<file path="src/rtl/rv_decode_stage_pkg.sv">
// Shared RV32I decode types: opcodes, funct fields, widened ALU ops and the v2 control word.
package rv_decode_stage_pkg;

  typedef enum logic [6:0] {
    OpLui    = 7'b0110111,
    OpAuipc  = 7'b0010111,
    OpJal    = 7'b1101111,
    OpJalr   = 7'b1100111,
    OpBranch = 7'b1100011,
    OpLoad   = 7'b0000011,
    OpStore  = 7'b0100011,
    OpImm    = 7'b0010011,
    OpReg    = 7'b0110011,
    OpSystem = 7'b1110011
  } opcode_e;

  typedef enum logic [2:0] {
    F3AddSub = 3'b000,
    F3Sll    = 3'b001,
    F3Slt    = 3'b010,
    F3Sltu   = 3'b011,
    F3Xor    = 3'b100,
    F3Sr     = 3'b101,
    F3Or     = 3'b110,
    F3And    = 3'b111
  } funct3_alu_e;

  localparam logic [6:0] F7Base   = 7'b0000000;
  localparam logic [6:0] F7Alt    = 7'b0100000;
  localparam logic [6:0] F7MulDiv = 7'b0000001;

  // Upper half is M-extension ops indexed directly by funct3.
  typedef enum logic [3:0] {
    AluAdd    = 4'd0,
    AluSub    = 4'd1,
    AluSll    = 4'd2,
    AluXor    = 4'd3,
    AluSrl    = 4'd4,
    AluSra    = 4'd5,
    AluOr     = 4'd6,
    AluAnd    = 4'd7,
    AluMul    = 4'd8,
    AluMulh   = 4'd9,
    AluMulhsu = 4'd10,
    AluMulhu  = 4'd11,
    AluDiv    = 4'd12,
    AluDivu   = 4'd13,
    AluRem    = 4'd14,
    AluRemu   = 4'd15
  } alu_ops_v2_e;

  typedef enum logic [2:0] {
    ImmI    = 3'd0,
    ImmS    = 3'd1,
    ImmB    = 3'd2,
    ImmU    = 3'd3,
    ImmJ    = 3'd4,
    ImmNone = 3'd5
  } imm_fmt_e;

  typedef struct packed {
    alu_ops_v2_e aluop;
    logic        alu_src_imm;
    logic        alu_src_pc;
    logic        set_lt;        // slt/sltu: subtract then keep the compare bit
    logic        cmp_unsigned;
    logic        use_rs1;
    logic        use_rs2;
    logic        load_regfile;
    logic        dmem_read;
    logic        dmem_write;
    logic [3:0]  dmem_byte_enable;
    logic        load_unsigned;
    logic        branch;
    logic [2:0]  branch_funct3;
    logic        jal;
    logic        jalr;
    logic        muldiv;
    logic        illegal;
    imm_fmt_e    imm_fmt;
  } ctrl_word_v2_t;

  localparam int unsigned CTRL_W = $bits(ctrl_word_v2_t);

  function automatic alu_ops_v2_e alu_of(input logic [2:0] f3, input logic alt);
    case (funct3_alu_e'(f3))
      F3AddSub:       return alt ? AluSub : AluAdd;
      F3Sll:          return AluSll;
      F3Slt, F3Sltu:  return AluSub;
      F3Xor:          return AluXor;
      F3Sr:           return alt ? AluSra : AluSrl;
      F3Or:           return AluOr;
      default:        return AluAnd;
    endcase
  endfunction

  function automatic logic [3:0] byte_enable(input logic [2:0] f3);
    case (f3[1:0])
      2'b00:   return 4'b0001;
      2'b01:   return 4'b0011;
      2'b10:   return 4'b1111;
      default: return 4'b0000;
    endcase
  endfunction

endpackage

</file>
<file path="src/rtl/rv_decoder.sv">
// Combinational RV32I (+optional M) decoder: instruction word to control word, immediate
// and register indices, with illegal-encoding detection.
module rv_decoder
  import rv_decode_stage_pkg::*;
#(
  parameter int unsigned XLEN = 32,
  parameter bit          EN_M = 1'b0
) (
  input  logic [31:0]     instr_i,
  output ctrl_word_v2_t   ctrl_o,
  output logic [XLEN-1:0] imm_o,
  output logic [4:0]      rs1_o,
  output logic [4:0]      rs2_o,
  output logic [4:0]      rd_o,
  output logic            illegal_o
);

  opcode_e     opc;
  logic [2:0]  f3;
  logic [6:0]  f7;
  logic        ill;
  logic [31:0] imm32;

  assign opc   = opcode_e'(instr_i[6:0]);
  assign f3    = instr_i[14:12];
  assign f7    = instr_i[31:25];
  assign rs1_o = instr_i[19:15];
  assign rs2_o = instr_i[24:20];
  assign rd_o  = instr_i[11:7];

  always_comb begin
    ctrl_o         = '0;
    ctrl_o.aluop   = AluAdd;
    ctrl_o.imm_fmt = ImmNone;
    ill            = 1'b0;
    case (opc)
      OpLui: begin
        ctrl_o.imm_fmt      = ImmU;
        ctrl_o.load_regfile = 1'b1;
        ctrl_o.alu_src_imm  = 1'b1;
      end
      OpAuipc: begin
        ctrl_o.imm_fmt      = ImmU;
        ctrl_o.load_regfile = 1'b1;
        ctrl_o.alu_src_imm  = 1'b1;
        ctrl_o.alu_src_pc   = 1'b1;
      end
      OpJal: begin
        ctrl_o.imm_fmt      = ImmJ;
        ctrl_o.jal          = 1'b1;
        ctrl_o.load_regfile = 1'b1;
      end
      OpJalr: begin
        ctrl_o.imm_fmt      = ImmI;
        ctrl_o.jalr         = 1'b1;
        ctrl_o.load_regfile = 1'b1;
        ctrl_o.use_rs1      = 1'b1;
      end
      OpBranch: begin
        ctrl_o.imm_fmt       = ImmB;
        ctrl_o.branch        = 1'b1;
        ctrl_o.branch_funct3 = f3;
        ctrl_o.aluop         = AluSub;
        ctrl_o.cmp_unsigned  = f3[1];
        ctrl_o.use_rs1       = 1'b1;
        ctrl_o.use_rs2       = 1'b1;
        ill                  = (f3[2:1] == 2'b01);
      end
      OpLoad: begin
        ctrl_o.imm_fmt          = ImmI;
        ctrl_o.dmem_read        = 1'b1;
        ctrl_o.load_regfile     = 1'b1;
        ctrl_o.alu_src_imm      = 1'b1;
        ctrl_o.use_rs1          = 1'b1;
        ctrl_o.dmem_byte_enable = byte_enable(f3);
        ctrl_o.load_unsigned    = f3[2];
        ill                     = (f3[1:0] == 2'b11);
      end
      OpStore: begin
        ctrl_o.imm_fmt          = ImmS;
        ctrl_o.dmem_write       = 1'b1;
        ctrl_o.alu_src_imm      = 1'b1;
        ctrl_o.use_rs1          = 1'b1;
        ctrl_o.use_rs2          = 1'b1;
        ctrl_o.dmem_byte_enable = byte_enable(f3);
        ill                     = (f3 >= 3'b011);
      end
      OpImm: begin
        ctrl_o.imm_fmt      = ImmI;
        ctrl_o.load_regfile = 1'b1;
        ctrl_o.alu_src_imm  = 1'b1;
        ctrl_o.use_rs1      = 1'b1;
        ctrl_o.aluop        = alu_of(f3, (f3 == F3Sr) && (f7 == F7Alt));
        ctrl_o.set_lt       = (f3[2:1] == 2'b01);
        ctrl_o.cmp_unsigned = (f3 == F3Sltu);
        if (f3 == F3Sll) ill = (f7 != F7Base);
        else if (f3 == F3Sr) ill = (f7 != F7Base) && (f7 != F7Alt);
      end
      OpReg: begin
        ctrl_o.load_regfile = 1'b1;
        ctrl_o.use_rs1      = 1'b1;
        ctrl_o.use_rs2      = 1'b1;
        if (f7 == F7MulDiv) begin
          if (EN_M) begin
            ctrl_o.muldiv = 1'b1;
            ctrl_o.aluop  = alu_ops_v2_e'({1'b1, f3});
          end else begin
            ill = 1'b1;
          end
        end else if (f7 == F7Base) begin
          ctrl_o.aluop        = alu_of(f3, 1'b0);
          ctrl_o.set_lt       = (f3[2:1] == 2'b01);
          ctrl_o.cmp_unsigned = (f3 == F3Sltu);
        end else if (f7 == F7Alt) begin
          ctrl_o.aluop = alu_of(f3, 1'b1);
          ill          = (f3 != F3AddSub) && (f3 != F3Sr);
        end else begin
          ill = 1'b1;
        end
      end
      OpSystem: ; // csr: treated as a nop
      default: ill = 1'b1;
    endcase

    if (ill) begin
      ctrl_o.load_regfile = 1'b0;
      ctrl_o.dmem_read    = 1'b0;
      ctrl_o.dmem_write   = 1'b0;
      ctrl_o.jal          = 1'b0;
      ctrl_o.jalr         = 1'b0;
    end
    if (rd_o == 5'd0) ctrl_o.load_regfile = 1'b0;
    ctrl_o.illegal = ill;
  end

  assign illegal_o = ill;

  always_comb begin
    case (ctrl_o.imm_fmt)
      ImmI:    imm32 = {{20{instr_i[31]}}, instr_i[31:20]};
      ImmS:    imm32 = {{20{instr_i[31]}}, instr_i[31:25], instr_i[11:7]};
      ImmB:    imm32 = {{19{instr_i[31]}}, instr_i[31], instr_i[7], instr_i[30:25],
                        instr_i[11:8], 1'b0};
      ImmU:    imm32 = {instr_i[31:12], 12'b0};
      ImmJ:    imm32 = {{11{instr_i[31]}}, instr_i[31], instr_i[19:12], instr_i[20],
                        instr_i[30:21], 1'b0};
      default: imm32 = '0;
    endcase
  end

  assign imm_o = XLEN'($signed(imm32));

endmodule

</file>
<file path="src/rtl/rv_decode_stage.sv">
// Decode pipeline stage: registered decoded instruction with valid/ready handshake,
// optional one-entry skid buffer, load-use bubble insertion and flush.
module rv_decode_stage
  import rv_decode_stage_pkg::*;
#(
  parameter int unsigned XLEN = 32,
  parameter bit          EN_M = 1'b0,
  parameter bit          SKID = 1'b1
) (
  input  logic              clk_i,
  input  logic              rst_ni,
  input  logic              flush_i,
  input  logic              in_valid_i,
  output logic              in_ready_o,
  input  logic [XLEN-1:0]   in_pc_i,
  input  logic [31:0]       in_instr_i,
  output logic              out_valid_o,
  input  logic              out_ready_i,
  output logic [XLEN-1:0]   out_pc_o,
  output logic [CTRL_W-1:0] out_ctrl_o,
  output logic [4:0]        out_rs1_o,
  output logic [4:0]        out_rs2_o,
  output logic [4:0]        out_rd_o,
  output logic [XLEN-1:0]   out_imm_o,
  output logic              out_illegal_o,
  output logic              hazard_stall_o
);

  typedef struct packed {
    logic [XLEN-1:0] pc;
    ctrl_word_v2_t   ctrl;
    logic [4:0]      rs1;
    logic [4:0]      rs2;
    logic [4:0]      rd;
    logic [XLEN-1:0] imm;
  } entry_t;

  ctrl_word_v2_t   dec_ctrl;
  logic [XLEN-1:0] dec_imm;
  logic [4:0]      dec_rs1, dec_rs2, dec_rd;
  logic            dec_illegal;

  entry_t in_entry;
  entry_t out_q, out_d, skid_q, skid_d;
  logic   out_valid_q, out_valid_d, skid_valid_q, skid_valid_d;
  logic   hazard, out_load, in_ready, accept;

  rv_decoder #(
    .XLEN (XLEN),
    .EN_M (EN_M)
  ) u_decoder (
    .instr_i   (in_instr_i),
    .ctrl_o    (dec_ctrl),
    .imm_o     (dec_imm),
    .rs1_o     (dec_rs1),
    .rs2_o     (dec_rs2),
    .rd_o      (dec_rd),
    .illegal_o (dec_illegal)
  );

  always_comb begin
    in_entry              = '0;
    in_entry.pc           = in_pc_i;
    in_entry.ctrl         = dec_ctrl;
    in_entry.ctrl.illegal = dec_illegal;
    in_entry.rs1          = dec_rs1;
    in_entry.rs2          = dec_rs2;
    in_entry.rd           = dec_rd;
    in_entry.imm          = dec_imm;
  end

  // Only the held output is checked; a skid entry entered alongside the same load.
  assign hazard = out_valid_q && out_q.ctrl.dmem_read && (out_q.rd != 5'd0) && in_valid_i &&
                  ((dec_ctrl.use_rs1 && (dec_rs1 == out_q.rd)) ||
                   (dec_ctrl.use_rs2 && (dec_rs2 == out_q.rd)));

  assign out_load = out_ready_i || !out_valid_q;
  assign in_ready = (SKID ? !skid_valid_q : out_load) && !hazard && !flush_i;
  assign accept   = in_valid_i && in_ready;

  always_comb begin
    out_d        = out_q;
    out_valid_d  = out_valid_q;
    skid_d       = skid_q;
    skid_valid_d = skid_valid_q;
    if (flush_i) begin
      out_valid_d  = 1'b0;
      skid_valid_d = 1'b0;
    end else if (out_load) begin
      if (skid_valid_q) begin
        out_d        = skid_q;
        out_valid_d  = 1'b1;
        skid_valid_d = 1'b0;
      end else if (accept) begin
        out_d       = in_entry;
        out_valid_d = 1'b1;
      end else begin
        out_valid_d = 1'b0;
      end
    end else if (accept) begin
      skid_d       = in_entry;
      skid_valid_d = 1'b1;
    end
  end

  always_ff @(posedge clk_i or negedge rst_ni) begin
    if (!rst_ni) begin
      out_valid_q <= 1'b0;
      out_q       <= '0;
    end else begin
      out_valid_q <= out_valid_d;
      out_q       <= out_d;
    end
  end

  if (SKID) begin : g_skid
    always_ff @(posedge clk_i or negedge rst_ni) begin
      if (!rst_ni) begin
        skid_valid_q <= 1'b0;
        skid_q       <= '0;
      end else begin
        skid_valid_q <= skid_valid_d;
        skid_q       <= skid_d;
      end
    end
  end else begin : g_no_skid
    assign skid_valid_q = 1'b0;
    assign skid_q       = '0;
  end

  assign in_ready_o     = in_ready;
  assign hazard_stall_o = hazard;
  assign out_valid_o    = out_valid_q;
  assign out_pc_o       = out_q.pc;
  assign out_ctrl_o     = out_q.ctrl;
  assign out_rs1_o      = out_q.rs1;
  assign out_rs2_o      = out_q.rs2;
  assign out_rd_o       = out_q.rd;
  assign out_imm_o      = out_q.imm;
  assign out_illegal_o  = out_q.ctrl.illegal;

endmodule
</file>
<file path="config.mk">
export PLATFORM = sky130hd
export DESIGN_NAME = rv_decode_stage
export DESIGN_NICKNAME = d
export VERILOG_FILES = /design/src/rtl/rv_decode_stage_pkg.sv /design/src/rtl/rv_decoder.sv /design/src/rtl/rv_decode_stage.sv
export SDC_FILE = /design/constraint.sdc
export NUM_CORES = 1
export LEC_CHECK = 0
export BUFFER_PORTS_ARGS = -buffer_cell sky130_fd_sc_hd__buf_4
export CAP_MARGIN = 20
export CORE_ASPECT_RATIO = 0.6
export CORE_MARGIN = 2
export CORE_UTILIZATION = 57
export DETAILED_ROUTE_END_ITERATION = 16
export GPL_TIMING_DRIVEN = 0
export HOLD_SLACK_MARGIN = 0.15
export PLACE_DENSITY_LB_ADDON = 0.05
export SLEW_MARGIN = 0
export SYNTH_ARGS = -nofsm -noshare
export SYNTH_HDL_FRONTEND = slang
export SYNTH_SLANG_ARGS = --single-unit
export TNS_END_PERCENT = 5
</file>
<file path="constraint.sdc">
create_clock -name clk_i -period 2.87 [get_ports clk_i]
set_clock_uncertainty 0.2 [all_clocks]
set_input_delay 0 -clock clk_i [delete_from_list [all_inputs] [get_ports clk_i]]
set_output_delay 0 -clock clk_i [all_outputs]
set_load 0.03 [all_outputs]
</file>
# After elaboration in Yosys (flattened, before gate mapping)
# Cells that the tools add are included.
[word_totals] regBits=217 in_bits=69
[classes] n_lt_le_gt_ge=1 eq_ne=30 muxes=46 bitwise=2 n_reduce_logical=41
[ops] op="2-to-1 mux 108 bit" count=2
[ops] op="one-hot mux 32 bit (5 select lines)" count=1
[ops] op="one-hot mux 3 bit (5 select lines)" count=2
[ops] op="== test 7 x 6 -> 1 bit, second input constant" count=4
[ops] op="== test 7 bit, second input constant" count=4
[ops] op="2-to-1 mux 1 bit" count=25
[ops] op="one-hot mux 4 bit (3 select lines)" count=2
[ops] op="one-hot mux 4 bit (6 select lines)" count=1
[ops] op="2-to-1 mux 4 bit" count=5
[ops] op="one-hot mux 3 bit (6 select lines)" count=1
[ops] op="== test 7 x 5 -> 1 bit, second input constant" count=2
[ops] op="== test 3 x 2 -> 1 bit, second input constant" count=4
[ops] op="== test 3 bit, second input constant" count=4
[ops] op="logical AND 1 bit" count=12
[ops] op="== test 5 bit" count=2
[ops] op="OR reduction 5 bit" count=2
[ops] op="OR reduction 3 bit" count=3
[ops] op="== test 7 x 1 -> 1 bit, second input constant" count=1
[ops] op="== test 7 x 2 -> 1 bit, second input constant" count=1
[ops] op="logical NOT 7 bit" count=1
[ops] op="!= test 7 x 6 -> 1 bit, second input constant" count=1
[ops] op="nonzero test 7 bit" count=1
[ops] op="OR reduction 7 bit" count=1
[ops] op="== test 3 x 1 -> 1 bit, second input constant" count=2
[ops] op="21 further kinds" count=36

# Longest topological paths before layout
# Gate-level depths: netlist of the first run.
[logic_depth] depth_word=14 ltp_mapped=10

# Hierarchy
# A second synthesis of the first run with hierarchy kept.
[hier_totals] hier_cells=807 hier_area_um2=11000.6
[modules_own_cells] mod="rv_decode_stage" instances=1 cells_per_inst=607 area_per_inst_um2=9704.3 seq_area_each_um2=5455.2
[modules_own_cells] mod="rv_decoder" instances=1 cells_per_inst=200 area_per_inst_um2=1296.2 seq_area_each_um2=0.0

# Worst setup path after synthesis of the first run
# No wires, ideal clock.
[synth_timing] path_kind="register to register" from="register out_q, in the netlist out_rd_o[0]" to="register out_q, in the netlist out_ctrl_o[10]" arrival_time_ns=2.140 slack_ns=0.405 stages_incl_launch_ff=9 n_path_buf=2 synth_period_minus_slack_ns=2.465 cell_sequence="dfrtp_1 > xnor2_1 > nand4_1 > nor4_1 > nor3_1 > nor2_2 > buf_6 > buf_6 > mux2_4"
[synth_via] elab_chain_len=10
[synth_lines] item="start: declaration" line="rv_decode_stage.sv:44" source="entry_t out_q, out_d, skid_q, skid_d;"
[synth_lines] item="start signal: assignment" line="rv_decode_stage.sv:112" source="out_q <= out_d;"
[synth_lines] item="== test 5 bit (tied with other cells)" line="rv_decode_stage.sv:74" source="((dec_ctrl.use_rs1 && (dec_rs1 == out_q.rd)) ||"
[synth_lines] item="logical AND 1 bit (on tied branches)" line="rv_decode_stage.sv:74, rv_decode_stage.sv:73, rv_decode_stage.sv:75"
[synth_lines] item="logical OR 1 bit or logical AND 1 bit (tied branches)" line="rv_decode_stage.sv:74, rv_decode_stage.sv:73"
[synth_lines] item="logical AND 1 bit *" line="rv_decode_stage.sv:73" source="assign hazard = out_valid_q && out_q.ctrl.dmem_read && (out_q.rd != 5'd0) && in_valid_i &&"
[synth_lines] item="logical NOT 1 bit *" line="rv_decode_stage.sv:78" source="assign in_ready = (SKID ? !skid_valid_q : out_load) && !hazard && !flush_i;"
[synth_lines] item="logical AND 1 bit * (2 in series)" line="rv_decode_stage.sv:78"
[synth_lines] item="logical AND 1 bit *" line="rv_decode_stage.sv:79" source="assign accept = in_valid_i && in_ready;"
[synth_lines] item="nonzero test 2 bit (no line) *"
[synth_lines] item="AND reduction 3 bit (no line) *"
# Every way passes the cells marked *; elsewhere a longest branch is shown, timed or not.
# A chain may end at the register's enable or synchronous reset.

# Final worst setup path of the first run
[layout_timing] from="input port in_instr_i[3]" to="register skid_q[47] in the netlist's numbering"
[layout_via] elab_chain_len=11
[layout_lines] item="start: declaration" line="rv_decode_stage.sv:16" source="input logic [31:0] in_instr_i,"
[layout_lines] item="== test 7 bit (tied with other cells)" line="rv_decoder.sv:36" source="case (opc)"
[layout_lines] item="OR reduction 6 bit (no line) or OR reduction 3 bit (tied branches)"
[layout_lines] item="2-to-1 mux 1 bit" line="rv_decoder.sv:36"
[layout_lines] item="logical AND 1 bit (on tied branches)" line="rv_decode_stage.sv:74, rv_decode_stage.sv:75"
[layout_lines] item="logical OR 1 bit" line="rv_decode_stage.sv:74"
[layout_lines] item="logical AND 1 bit" line="rv_decode_stage.sv:73"
[layout_lines] item="logical NOT 1 bit" line="rv_decode_stage.sv:78"
[layout_lines] item="logical AND 1 bit (2 in series)" line="rv_decode_stage.sv:78"
[layout_lines] item="logical AND 1 bit" line="rv_decode_stage.sv:79"
[layout_lines] item="AND reduction 3 bit (no line)"
[layout_lines] item="end signal: assignment" line="rv_decode_stage.sv:123" source="skid_q <= skid_d;"
[layout_lines] item="end: declaration" line="rv_decode_stage.sv:44"
# Parallel ways exist; a longest one is shown, timed or not.

==> impl_results.md, run 1 <==
- Status: complete, no violations
- Leak Pwr: 0.00716 uW
- Via/cell ratio: 5.61
- Final RePlAce weighted congestion: 0.934
- CP Capture Type: register
- Synth Cell Area: 10,700 um2
- Synth Warn #: 0
- Fill cell count: 1,168
- All-layer global routing usage: 0.291
- Pin count of the biggest net entering global routing: 122
- WL final: 29.0 mm
- Area leader, netlist: dfrtp_1
- Die area: 20,000 um2
- Post-DP HPWL: 18.9 mm
- Post-synth top area share: 0.495
- DRT iter0 DRCs: 634
- Slew @ Worst Pin: 0.847 ns
- Area occupied by multi-input gates: 5020 um2
- Area Growth Syn to Fin: 33.0%
- Io pins: 181
- Fin. max-slew vios: 0
- Global-route wire length before repair: 44.7 mm
- Remaining global-route overflow: 0
- Crit path required time: 3.05 ns
- Largest cells by area after synthesis: dfrtp_1 (49%), mux2_2 (20%), mux2_4 (12%), mux2i_1 (1.8%), nand2_1 (1.4%)
- Total iterations of the first detailed-routing run: 5
- Tmin final: 2.75 ns
- CP startpoint kind: primary input
- Post-route ant nets: 0
- Starting Density: 0.588
- Final #Nets: 1,209
- Ys flop type: dfrtp_1
- P per Cell Area: 568 nW/um2
- Most frequent cells in the layout: dfrtp_1 (212), mux2_2 (192), buf_4 (180), dlygate4sd3_1 (119), mux2_4 (85)
- Num CTS Buffers: 21
- Unrepaired setup endpoints after global routing: false
- Mapped Cells: 814
- Max Buffers Root-to-Sink: 3
- Post-synth EDFFs: 0
- Final TNS setup: 0 ns
- Max cap viols: 0
- Slew headroom: 0.436
- Max Clk Rate: 0.364 GHz
- Netlist cell types: 59
- DRC: 0
- DR vias: 7,788
- Hold violation total from the final report: 0
- Core Area: 18,300 um2
- Register area share after synthesis: 0.495
- Buffers on Ports: 177
- Clk_lat worst skew: 0.50 ns
- Die span in y: 110 um
- Initial antenna violation count: 0
- Storage cell area: 5310 um2
- Clock Sinks: 212
- Clock slew at reported path FFs: 0.06 ns
- WP data arrival: 2.93 ns
- Peak VDD IR: 0.000497 V
- Antenna Cells: 0
- TritonCTS clock tree: built
- Non-Filler Instances: 1,387
- Num rows: 38
- CP max FO: 10
- Register bit total from synthesis: 212
- Most common cell after layout, fill and taps aside: dfrtp_1
- Die W: 181 um
- WHS: 0.191 ns
- Setup CP Type: in2reg
- Share of cells above drive strength 1: 0.459
- Syn_area_per_cell: 13.2 um2
- Clk root buf: clkbuf_16
- Routed wire per std cell: 20.9 um
- Final setup violation count: 0
- Min-Delay Path Class: in2reg
- Asr flop ratio synth: 1.00
- Final period util: 0.958
- Placed Cells: 1,233
- Vias in the first global route: 7,801
- H-Tree Level Count: 1
## state kept, by name, indices dropped and copies added (netlist names), 5 cells and up
signal and flops:
out_ctrl_o 25, out_rs2_o 5, skid_q 105, out_rd_o 5
out_pc_o 32, out_imm_o 32, out_rs1_o 5
## layout make-up
cell class / count / area share
Clock buffer: 30 / 0.0434
Inverter: 23 / 0.00605
Timing Repair Buffer: 297 / 0.179
Sequential cell: 212 / 0.372
Tap cell: 240 / 0.0211
Clock inverter: 5 / 0.00351
Buffer: 55 / 0.0228
Multi-Input combinational cell: 525 / 0.352
## power breakdown
| part | internal (uW) | total (uW) | switching (uW) | leakage [uW] |
|---|---|---|---|---|
| Sequential | 3370 | 3610 | 237 | 0.00273 |
| Combinational | 892 | 1770 | 875 | 0.00410 |
| Clock | 1580 | 2730 | 1140 | 0.000335 |
## what timing repair did
action / CTS / global route
hold endpoints to repair: 404 / 0
hold buffers: 119 / 0
setup buffers: 0 / 0
setup endpoints to repair: 0 / 73
gates resized for setup: 0 / 4
## final timing paths
check / from / end / slack (ns) / depth (start not counted)
worst min-delay path: in_instr_i[20] / skid_q[37] / 0.19 / 3
min in group asynchronous: rst_ni / out_pc_o[10] / 0.51 / 3
worst min register to register: out_imm_o[15] / out_imm_o[15] / 0.30 / 1
worst max-delay path: in_instr_i[3] / skid_q[47] / 0.12 / 9
max in group asynchronous: rst_ni / out_imm_o[2] / 0.93 / 4
worst max register to register: skid_valid_q / skid_valid_q / 0.15 / 6
## routing by layer
layer / part of all wire / global-route usage / vias up
met5: 0 / 0 / -
met4: 0.014 / 0.0459 / 0
met3: 0.078 / 0.0667 / 36
met2: 0.43 / 0.427 / 301
met1: 0.48 / 0.447 / 3907
li1: - / - / 3544
## Yosys cell counts (2+ instances only)
library cell	instances
o31ai_1	7
o21ai_1	3
mux2_4	85
a21oi_1	16
nand2_1	40
a211o_1	2
o22ai_1	3
nor2_1	19
clkbuf_1	23
mux2_2	192
nand3_1	5
nand2b_1	5
ha_1	5
o21ai_0	18
xnor2_1	6
and3b_1	3
nand4_1	3
xor2_1	4
o211ai_1	2
a22o_1	4
nor3_1	16
inv_1	23
o21a_1	2
buf_2	15
and2_1	9
nor4_1	2
buf_4	4
buf_1	2
buf_6	11
o2111ai_1	2
a41oi_1	2
nand3b_1	2
or4_1	2
or3_1	3
and3_1	3
mux2i_1	19
dfrtp_1	212
a21o_1	19
## cell families (layout without fill, tap and decap cells)
family          after synthesis  in the layout  share of synthesized area
buf+inv                      78            410                     0.0381
xor+xnor                     10             10                    0.00816
flops                       212            212                      0.495
fa+ha+maj                     5              5                    0.00583
mux                         297            297                      0.339
compound gates               90             90                     0.0560
other cells                   1              2                   0.000350
simple gates                121            121                     0.0577
## worst max-delay path, stage by stage
cell           delay [ns]
dlygate4sd3_1        0.54
buf_4                0.15
clkbuf_1             0.23
nor2_1               0.34
nand2_1              0.19
a21oi_1              0.51
dlygate4sd3_1        0.65
nand2_1              0.05
mux2_4               0.26
## metrics by stage
| step | utilization | setup WS (ns) | cell area, um2 | total power, uW |
|---|---|---|---|---|
| floorplan | - | 0.405 | 10700 | 4630 |
| global placement | 0.677 | 0.0441 | 12400 | 5200 |
| detailed placement | 0.679 | 0.106 | 12400 | 5250 |
| CTS | 0.781 | 0.0210 | 14300 | 8110 |
| global route | 0.781 | 0.00982 | 14300 | 8390 |
| finish | 0.781 | 0.120 | 14300 | 8100 |
No activity file was read; power rests on OpenSTA's default activity.
==> run 2, diff against run 1 <==
Settings changed: CORE_UTILIZATION 57 to 50.
Clock period 2.87 ns to 3.3 ns, I/O delays scaled along.
==> impl_results.md, run 2 (synthesis results as in run 1) <==
- Routed wire per std cell: 19.9 um (was 20.9 um)
- Num rows: 41 (was 38)
- Via/cell ratio: 5.38 (was 5.61)
- Crit path required time: 3.54 ns (was 3.05 ns)
- CP max FO: 10 (unchanged)
- WL final: 28.4 mm (was 29.0 mm)
- Final period util: 0.906
- Clock Sinks: 212 (unchanged)
- CP Cell Sequence: clkbuf_1, clkbuf_1, clkbuf_1, a21oi_1, a21oi_1, dlygate4sd3_1 (was dlygate4sd3_1, buf_4, clkbuf_1, nor2_1, nand2_1, a21oi_1, dlygate4sd3_1, nand2_1, mux2_4)
- Crit path buf inv count: 4 (unchanged)
- Pin count of the biggest net entering global routing: 109 (was 122)
- Clk_lat worst skew: 0.51 ns (was 0.50 ns)
- Max Buffers Root-to-Sink: 3 (unchanged)
- Unrepaired setup endpoints after global routing: false (unchanged)
- Final setup violation count: 0 (unchanged)
- Most common cell after layout, fill and taps aside: dfrtp_1 (unchanged)
- Max stage delay cell, worst path: dlygate4sd3_1 (unchanged)
- Die span in y: 117 um (was 110 um)
- Die W: 193 um (was 181 um)
- P per Cell Area: 493 nW/um2 (was 568 nW/um2)
- CP top delay family: buffers and inverters (unchanged)
- Min-Delay Path Class: in2reg (unchanged)
- Total iterations of the first detailed-routing run: 7 (was 5)
- Max Clk Rate: 0.334 GHz
- Starting Density: 0.510 (was 0.588)
- Io pins: 181 (unchanged)
- CP startpoint kind: register (was primary input)
- CP Capture Type: register (unchanged)
- Leak Pwr: 0.00716 uW (about the same)
- Post-DP HPWL: 19.5 mm (was 18.9 mm)
- Remaining global-route overflow: 0 (unchanged)
- Peak VDD IR: 0.000352 V (was 0.000497 V)
- Core Area: 21,000 um2 (was 18,300 um2)
- Post-CTS Setup Bufs: 0 (unchanged)
- Clk root buf: clkbuf_16 (unchanged)
- WP data arrival: 3.23 ns (was 2.93 ns)
- Setup CP Type: reg2reg (was in2reg)
- Final RePlAce weighted congestion: 0.916 (was 0.934)
- Die area: 22,700 um2 (was 20,000 um2)
- Clock slew at reported path FFs: 0.07 ns (was 0.06 ns)
- Buffers on Ports: 177 (unchanged)
- Area Growth Syn to Fin: 33.4% (was 33.0%)
- Fin. max-slew vios: 0 (unchanged)
- Slew headroom: 0.408 (was 0.436)
- All-layer global routing usage: 0.254 (was 0.291)
- Global-route wire length before repair: 45.2 mm (was 44.7 mm)
- Initial antenna violation count: 0 (unchanged)
- WHS: 0.155 ns (was 0.191 ns)
- Non-Filler Instances: 1,427 (was 1,387)
- Num CTS Buffers: 21 (unchanged)
- Antenna Cells: 0 (unchanged)
- Share of cells above drive strength 1: 0.456 (was 0.459)
- Pre-CTS setup slack: 0.426 ns (was 0.106 ns)
- Largest stage delay, worst path: 0.58 ns (was 0.65 ns)
- Status: complete, no violations (unchanged)
- H-Tree Level Count: 1 (unchanged)
- Final #Nets: 1,208 (was 1,209)
- Max cap viols: 0 (unchanged)
- Slew @ Worst Pin: 0.888 ns (was 0.847 ns)
- Max reg flops: 105 (unchanged)
- Top reg by flops: skid_q (unchanged)
- Crit path setup slack, layout: 0.309 ns (was 0.120 ns)
- Tmin final: 2.99 ns
- Cell mode on critical path: clkbuf_1
- Most frequent cells in the layout: dfrtp_1 (212), mux2_2 (192), buf_4 (180), dlygate4sd3_1 (118), mux2_4 (85) (was dfrtp_1 (212), mux2_2 (192), buf_4 (180), dlygate4sd3_1 (119), mux2_4 (85))
- Hold violation total from the final report: 0 (unchanged)
- DR vias: 7,672 (was 7,788)
- Vias in the first global route: 7,999 (was 7,801)
- Placed Cells: 1,272 (was 1,233)
- Post-route ant nets: 0 (unchanged)
- DRT iter0 DRCs: 514 (was 634)
- Final TNS setup: 0 ns (unchanged)
- DRC: 0 (unchanged)
- TritonCTS clock tree: built (unchanged)
[run 2: cell types whose count changed in the layout (fill, tap and decap cells not counted), sizes merged]
cell,change
clkbuf,+1
buf,+1
dlygate4sd3,-1
inv,+1
clkinv,-1
[run 2: layer usage]
layer	share of wire	vias up	track usage	wire, um
li1	-	3552	-	-
met1	0.51	3828	0.402	14400
met2	0.41	263	0.354	11700
met3	0.072	29	0.0608	2060
met4	0.012	0	0.0421	334
met5	0	-	0	0
[run 2: area by class of cell]
type	instances	area (um2)
clock inverters	5	53.8
flip-flops and latches	212	5310
inverters	23	86.3
well taps	279	349
clock buffers	32	627
plain buffers	55	323
multi-input cells	525	5020
fillers	1624	6730
repair buffers	296	2540
[run 2: power breakdown]
part	internal, uW	switching, uW	leakage, uW
combinational	774	742	0.00409
sequential	2930	195	0.00273
clock	1390	1030	0.000338
[run 2: worst paths after layout]
path	startpoint	end	slack [ns]	cells past startpoint
max	skid_valid_q	out_valid_o	0.31	6
min	in_instr_i[22]	skid_q[39]	0.15	3
max reg2reg	skid_valid_q	out_valid_o	0.31	6
min reg2reg	skid_q[107]	skid_q[107]	0.30	1
max in group asynchronous	rst_ni	out_imm_o[5]	1.51	4
min in group asynchronous	rst_ni	skid_q[83]	0.41	3
[run 2: what timing repair did]
| action | 4_1_cts | 5_1_grt |
|---|---|---|
| gates resized for setup | 0 | 0 |
| hold endpoints to repair | 406 | 0 |
| hold buffers | 118 | 0 |
[run 2: worst register-to-register path, delay by kind of cell, from the launching register on]
| kind | cells | cell delay [ns] |
|---|---|---|
| AO/OA/AOI/OAI | 2 | 0.30 |
| flip-flops | 1 | 0.32 |
| buffers and inverters | 4 | 2.11 |
[run 2: metrics by stage]
step / util / total power, uW / instance area [um2]
final: 0.680 / 7060 / 14300
after global routing: 0.680 / 7350 / 14300
after floorplan: - / 4030 / 10700
after detailed placement: 0.592 / 4560 / 12400
after global placement: 0.590 / 4530 / 12400
after CTS: 0.680 / 7090 / 14300
